==> src/rtl/bot_fet_gate_sequencer_if.sv <==
// Signal bundle between the PWM modulator side and the low-side gate sequencer.
// The master drives requests, comparators and configuration; the slave returns gate command and status.
interface bot_fet_gate_sequencer_if #(
    parameter int DT_W  = 6,
    parameter int BLK_W = 6,
    parameter int OCN_W = 4
);
    logic             EN;
    logic             PWM_LO;
    logic             HS_OFF;
    logic             OC_CMP;
    logic             ZC_CMP;
    logic [DT_W-1:0]  CFG_DT;
    logic [BLK_W-1:0] CFG_BLANK;
    logic [OCN_W-1:0] CFG_OC_MAX;
    logic             CFG_DEMU;
    logic             GATE_ON;
    logic             LS_OFF;
    logic             OC_TRIP;
    logic             FAULT;
    logic [OCN_W-1:0] OC_CNT;
    logic [2:0]       STATE;

    modport master (
        output EN, PWM_LO, HS_OFF, OC_CMP, ZC_CMP,
        output CFG_DT, CFG_BLANK, CFG_OC_MAX, CFG_DEMU,
        input  GATE_ON, LS_OFF, OC_TRIP, FAULT, OC_CNT, STATE
    );

    modport slave (
        input  EN, PWM_LO, HS_OFF, OC_CMP, ZC_CMP,
        input  CFG_DT, CFG_BLANK, CFG_OC_MAX, CFG_DEMU,
        output GATE_ON, LS_OFF, OC_TRIP, FAULT, OC_CNT, STATE
    );
endinterface

==> src/rtl/bot_fet_gate_sequencer.sv <==
// Low-side NMOS gate sequencer: dead time, leading-edge blanking, cycle-by-cycle
// over-current turn-off, diode-emulation turn-off and latched fault on repeated trips.
module bot_fet_gate_sequencer #(
    parameter int DT_W  = 6,
    parameter int BLK_W = 6,
    parameter int OCN_W = 4
) (
    input logic                    CLK,
    input logic                    RST,
    bot_fet_gate_sequencer_if.slave bus
);
    localparam int CNT_W = (DT_W > BLK_W) ? DT_W : BLK_W;

    typedef enum logic [2:0] {
        IDLE  = 3'd0,
        DEAD  = 3'd1,
        BLANK = 3'd2,
        ON    = 3'd3,
        LOCK  = 3'd4,
        FLT   = 3'd5
    } state_e;

    state_e           state_q, state_d;
    logic [CNT_W-1:0] cnt_q, cnt_d;
    logic [OCN_W-1:0] oc_cnt_q, oc_cnt_d;
    logic [OCN_W-1:0] oc_cnt_inc;
    logic             oc_trip_q, oc_trip_d;
    logic             gate_q;
    logic             fault_q;

    assign oc_cnt_inc = (oc_cnt_q == '1) ? oc_cnt_q : oc_cnt_q + 1'b1;

    always_comb begin
        // NOTE: every next-state variable gets a default first so no path leaves one unassigned (no latch).
        state_d   = state_q;
        cnt_d     = cnt_q;
        oc_cnt_d  = oc_cnt_q;
        oc_trip_d = 1'b0;
        unique case (state_q)
            IDLE: begin
                if (bus.EN && bus.PWM_LO && bus.HS_OFF) begin
                    state_d = DEAD;
                    cnt_d   = CNT_W'(bus.CFG_DT);
                end
            end
            DEAD: begin
                if (!bus.EN || !bus.PWM_LO || !bus.HS_OFF) begin
                    state_d = IDLE;
                end else if (cnt_q == '0) begin
                    state_d = BLANK;
                    cnt_d   = CNT_W'(bus.CFG_BLANK);
                end else begin
                    cnt_d = cnt_q - 1'b1;
                end
            end
            BLANK: begin
                // Comparators are blind here; only the interlock and request matter.
                if (!bus.HS_OFF) begin
                    state_d = FLT;
                end else if (!bus.EN || !bus.PWM_LO) begin
                    state_d = IDLE;
                end else if (cnt_q == '0) begin
                    state_d = ON;
                end else begin
                    cnt_d = cnt_q - 1'b1;
                end
            end
            ON: begin
                if (!bus.EN) begin
                    state_d = IDLE;
                end else if (!bus.HS_OFF) begin
                    state_d = FLT;
                end else if (bus.OC_CMP) begin
                    oc_trip_d = 1'b1;
                    oc_cnt_d  = oc_cnt_inc;
                    if (bus.CFG_OC_MAX != '0 && oc_cnt_inc >= bus.CFG_OC_MAX) state_d = FLT;
                    else                                                      state_d = LOCK;
                end else if (bus.ZC_CMP && bus.CFG_DEMU) begin
                    state_d = LOCK;
                end else if (!bus.PWM_LO) begin
                    // A period that ends cleanly breaks the consecutive-trip run.
                    state_d  = IDLE;
                    oc_cnt_d = '0;
                end
            end
            LOCK: begin
                if (!bus.PWM_LO || !bus.EN) state_d = IDLE;
            end
            FLT: begin
                if (!bus.EN) begin
                    state_d  = IDLE;
                    oc_cnt_d = '0;
                end
            end
            default: state_d = IDLE;
        endcase
    end

    always_ff @(posedge CLK) begin
        // NOTE: sequential state uses non-blocking assignments so all flops update from pre-edge values.
        if (RST) begin
            state_q   <= IDLE;
            cnt_q     <= '0;
            oc_cnt_q  <= '0;
            oc_trip_q <= 1'b0;
            gate_q    <= 1'b0;
            fault_q   <= 1'b0;
        end else begin
            state_q   <= state_d;
            cnt_q     <= cnt_d;
            oc_cnt_q  <= oc_cnt_d;
            oc_trip_q <= oc_trip_d;
            gate_q    <= (state_d == BLANK) || (state_d == ON);
            fault_q   <= (state_d == FLT);
        end
    end

    assign bus.GATE_ON = gate_q;
    assign bus.LS_OFF  = ~gate_q;
    assign bus.OC_TRIP = oc_trip_q;
    assign bus.FAULT   = fault_q;
    assign bus.OC_CNT  = oc_cnt_q;
    assign bus.STATE   = state_q;
endmodule

==> src/flat_wrapper.sv <==
// flat-port wrapper written by rule: the top's interface ports become plain ports
module bot_fet_gate_sequencer_flat 
#(
    parameter int DT_W  = 6,
    parameter int BLK_W = 6,
    parameter int OCN_W = 4
)
  (CLK, RST, bus_EN, bus_PWM_LO, bus_HS_OFF, bus_OC_CMP, bus_ZC_CMP, bus_CFG_DT, bus_CFG_BLANK, bus_CFG_OC_MAX, bus_CFG_DEMU, bus_GATE_ON, bus_LS_OFF, bus_OC_TRIP, bus_FAULT, bus_OC_CNT, bus_STATE);
  bot_fet_gate_sequencer_if #(.DT_W(DT_W), .BLK_W(BLK_W), .OCN_W(OCN_W)) bus_i ();
  input logic CLK;
  input logic RST;
  input wire logic [$bits(bus_i.EN)-1:0] bus_EN;
  input wire logic [$bits(bus_i.PWM_LO)-1:0] bus_PWM_LO;
  input wire logic [$bits(bus_i.HS_OFF)-1:0] bus_HS_OFF;
  input wire logic [$bits(bus_i.OC_CMP)-1:0] bus_OC_CMP;
  input wire logic [$bits(bus_i.ZC_CMP)-1:0] bus_ZC_CMP;
  input wire logic [$bits(bus_i.CFG_DT)-1:0] bus_CFG_DT;
  input wire logic [$bits(bus_i.CFG_BLANK)-1:0] bus_CFG_BLANK;
  input wire logic [$bits(bus_i.CFG_OC_MAX)-1:0] bus_CFG_OC_MAX;
  input wire logic [$bits(bus_i.CFG_DEMU)-1:0] bus_CFG_DEMU;
  output wire logic [$bits(bus_i.GATE_ON)-1:0] bus_GATE_ON;
  output wire logic [$bits(bus_i.LS_OFF)-1:0] bus_LS_OFF;
  output wire logic [$bits(bus_i.OC_TRIP)-1:0] bus_OC_TRIP;
  output wire logic [$bits(bus_i.FAULT)-1:0] bus_FAULT;
  output wire logic [$bits(bus_i.OC_CNT)-1:0] bus_OC_CNT;
  output wire logic [$bits(bus_i.STATE)-1:0] bus_STATE;
  assign bus_i.EN = bus_EN;
  assign bus_i.PWM_LO = bus_PWM_LO;
  assign bus_i.HS_OFF = bus_HS_OFF;
  assign bus_i.OC_CMP = bus_OC_CMP;
  assign bus_i.ZC_CMP = bus_ZC_CMP;
  assign bus_i.CFG_DT = bus_CFG_DT;
  assign bus_i.CFG_BLANK = bus_CFG_BLANK;
  assign bus_i.CFG_OC_MAX = bus_CFG_OC_MAX;
  assign bus_i.CFG_DEMU = bus_CFG_DEMU;
  assign bus_GATE_ON = bus_i.GATE_ON;
  assign bus_LS_OFF = bus_i.LS_OFF;
  assign bus_OC_TRIP = bus_i.OC_TRIP;
  assign bus_FAULT = bus_i.FAULT;
  assign bus_OC_CNT = bus_i.OC_CNT;
  assign bus_STATE = bus_i.STATE;
  bot_fet_gate_sequencer #(.DT_W(DT_W), .BLK_W(BLK_W), .OCN_W(OCN_W)) u_core (.CLK(CLK), .RST(RST), .bus(bus_i));
endmodule
==> config.mk <==
export PLATFORM = sky130hd
export DESIGN_NAME = bot_fet_gate_sequencer_flat
export DESIGN_NICKNAME = d
export VERILOG_FILES = /design/src/rtl/bot_fet_gate_sequencer_if.sv /design/src/rtl/bot_fet_gate_sequencer.sv /design/src/flat_wrapper.sv
export SDC_FILE = /design/constraint.sdc
export NUM_CORES = 1
export LEC_CHECK = 0
export BUFFER_PORTS_ARGS = -buffer_cell sky130_fd_sc_hd__buf_2
export CAP_MARGIN = 30
export CORE_UTILIZATION = 47
export CTS_BUF_LIST = sky130_fd_sc_hd__clkbuf_16
export DETAILED_ROUTE_END_ITERATION = 10
export PLACE_DENSITY = 0.81
export SLEW_MARGIN = 10
export SYNTH_ARGS = -nofsm -noshare
export SYNTH_HDL_FRONTEND = slang
export SYNTH_SLANG_ARGS = --single-unit
==> constraint.sdc <==
create_clock -name CLK -period 2.19 [get_ports CLK]
set_clock_uncertainty 0.15 [all_clocks]
set_input_delay 0.3285 -clock CLK [delete_from_list [all_inputs] [get_ports CLK]]
set_output_delay 0.3285 -clock CLK [all_outputs]
set_load 0.02 [all_outputs]
==> impl_metrics.ini <==
[logic_synthesis]
async_reset_ff_frac = 0
netlist-cell-type-count = 53
yosysWarnings = 0
synth_area_sq_um = 1270
postSynthCellCount = 152
syn_avg_cell_area_sq_um = 8.38
yosysSeqAreaShare = 0.251
synth_top_area_frac = 0.251
yosysTopAreaCell = dfxtp_1
yosysMostFrequentCell = dfxtp_1
synth_edf_count = 0
synth_area_leaders = dfxtp_1, ha_1, nor2_1, a21oi_1, nor2b_1
syn-num-nets = 182
ys.flop_type = dfxtp_1
synthTopCellsByCount = dfxtp_1, nor2_1, a21oi_1, nand2_1, nor2b_1
synth-seq-cells = 16

[grt]
grt_pass1_vias = 1211
grt_max_degree = 17
antenna_found_initial = 0
track_usage = 0.242
overflow = 0
grt_pass1_wl_um = 5170

[cells_and_area]
fin_area_sq_um = 1640
nNetsFinal = 224
fin_cells = 223
area_growth_pct = 28.4
layout-drive-gt1-share = 0.342
diodes = 0

[clock_tree]
cts_max_level = 1
worstSkewPairLatency_ps = 250
postCtsHoldBufs = 0
clockBufferDepth = 2
clockRootBuffer = clkbuf_16
cts_made_buffers = 3
tritoncts = built
clock-sinks = 16
path_clk_slew_ps = 50

[routing]
via_per_inst = 5.92
routedWlPerCell_um = 14.6
drt_wl_total_um = 3250
drtPass1Iterations = 4
vias = 1320
antenna_left = 0
drt_iter0_drc = 27
drc_errors = 0

[worst_setup_path]
critPathRequiredTime_ps = 2220
critPathLaunchType = flip-flop
path_common_cell = nor2b_1
cp-end-kind = flip-flop
critPathBufInv = 1
crit_type = reg -> reg
worst-path-max-fanout = 3
arrival_ps = 2200
critPathMaxStageDelay_ps = 360
cp_cell_sequence = ha_4 > buf_4 > nor2b_1 > a41oi_1 > ha_1 > o21ai_1 > a311oi_1 > nor3_2 > nor2b_1
slowest_stage = ha_1
cp_top_family = compound AO/OA/AOI/OAI gates

[floorplanning]
dieArea_sq_um = 2920
io_pins = 35
initial_core_util = 0.505
rows = 18
core_area_sq_um = 2520
die_y_um = 54.1
dieWidth_um = 54.1

[sta]
fmax_ghz = 0.461
worst_slack_ps = 22.1
fin_crit_sh = 0.990
drv_slew = 0
setup_viol = 0
worst_pin_slew_ps = 525
hold_viol = 0
slew_headroom = 0.647
period_minus_slack_ps = 2170
rsz0062_at_grt = true

[power]
power_density_nw_per_um2 = 491
ir_drop_uv = 447
p_leak_uw = 0.000675

[placed_design]
gp_congestion = 0.817
postPlaceCellArea_sq_um = 1520
placed_cells = 218
place_hpwl_um = 2380
portBuffers = 34
pre_cts_ws_ps = -3.36

[flow_run]
drv_cap = 0

[outcome]
status = finished, final reports clean

[min_path]
min_path_type = in -> reg
[report_power, final]
group,switching [uW],leakage [uW],internal (uW),total (uW)
combinational,78.2,0.000506,55.4,134
sequential,9.55,0.000131,295,304
clock,123,0.0000385,243,366
total,211,0.000675,593,804
[registers in the layout (all words and copies together) (netlist names)]
| name | cells |
|---|---|
| u_core.bus.FAULT | 1 |
| u_core.bus.GATE_ON | 1 |
| u_core.bus.OC_CNT | 4 |
| u_core.bus.OC_TRIP | 1 |
| u_core.bus.STATE | 3 |
| u_core.cnt_q | 6 |
[layout make-up]
class,count,area (sq um)
fillers,213,887
well taps,30,37.5
inverters,8,30.0
clock inverters,1,3.75
repair buffers,41,223
flip-flops and latches,16,328
multi-input cells,124,938
clock buffers,3,75.1
[repair_timing]
item / CTS / global route
endpoints found under the setup margin: 2 / 2
pin swaps: 1 / 4
buffers inserted: 0 / 1
resized for setup: 0 / 6
cloned: 0 / 0
[per-stage QoR]
| stage | TNS (ps) | utilization | power, uW | hold slack, ps |
|---|---|---|---|---|
| CTS | 0 | 0.633 | 807 | 198 |
| floorplan | 0 | - | 391 | 246 |
| finish | 0 | 0.648 | 804 | 208 |
| global route | -136 | 0.648 | 838 | 211 |
| detailed placement | -3.36 | 0.602 | 438 | 365 |
| global placement | 0 | 0.602 | 434 | 355 |
[worst reg2reg max path, stage by stage, from the launching register on]
cell      delay (ps)
dfxtp_4          350
ha_4             170
buf_4            140
nor2b_1          120
a41oi_1          210
ha_1             360
o21ai_1           70
a311oi_1         340
nor3_2           100
nor2b_1          100
[cell families (layout without fill, tap and decap cells)]
| kind of cell | after synthesis | count (layout) | synth area share |
|---|---|---|---|
| flip-flops | 16 | 16 | 0.251 |
| multiplexers | 5 | 5 | 0.0413 |
| adder cells (fa/ha/maj) | 6 | 6 | 0.0589 |
| AND/OR/NAND/NOR | 63 | 63 | 0.300 |
| XOR/XNOR | 4 | 4 | 0.0275 |
| AO/OA/AOI/OAI | 46 | 46 | 0.271 |
| buffers and inverters | 12 | 53 | 0.0501 |
[metal layers]
metal	up-vias	global-route usage	share of wire
li1	652	-	-
met1	627	0.301	0.44
met2	39	0.422	0.51
met3	2	0.0508	0.048
met4	0	0.0556	0.0031
met5	-	0	0
[final timing paths]
path	startpoint	endpoint	slack (ps)	depth (start not counted)
worst min register to register	u_core.cnt_q[1]	u_core.cnt_q[1]	380	2
worst max register to register	u_core.bus.OC_CNT[1]	u_core.bus.STATE[0]	20	9
worst max-delay path	u_core.bus.OC_CNT[1]	u_core.bus.STATE[0]	20	9
worst min-delay path	bus_CFG_DT[4]	u_core.cnt_q[4]	210	3
[placed cells by master (no fill, tap or decap), types with 2 or more instances in the layout]
master | synthesis | layout
a311oi_1 | 2 | 2
a21oi_1 | 11 | 11
nand3_1 | 5 | 4
nor2b_2 | 1 | 2
o211ai_1 | 3 | 3
nor3b_1 | 2 | 2
ha_4 | 0 | 2
xor2_1 | 3 | 3
mux2i_1 | 3 | 3
o21ai_0 | 6 | 5
or3_1 | 3 | 3
dfxtp_4 | 0 | 2
buf_4 | 1 | 7
buf_2 | 0 | 34
ha_1 | 6 | 4
dfxtp_1 | 16 | 14
clkbuf_16 | 0 | 3
nor2_1 | 15 | 15
nand4_1 | 2 | 2
nand2_1 | 9 | 9
a211oi_1 | 6 | 6
inv_1 | 7 | 7
nand2b_1 | 5 | 5
nor2b_1 | 8 | 7
a31oi_1 | 2 | 2
o311ai_0 | 2 | 2
No activity file was read; power rests on OpenSTA's default activity.
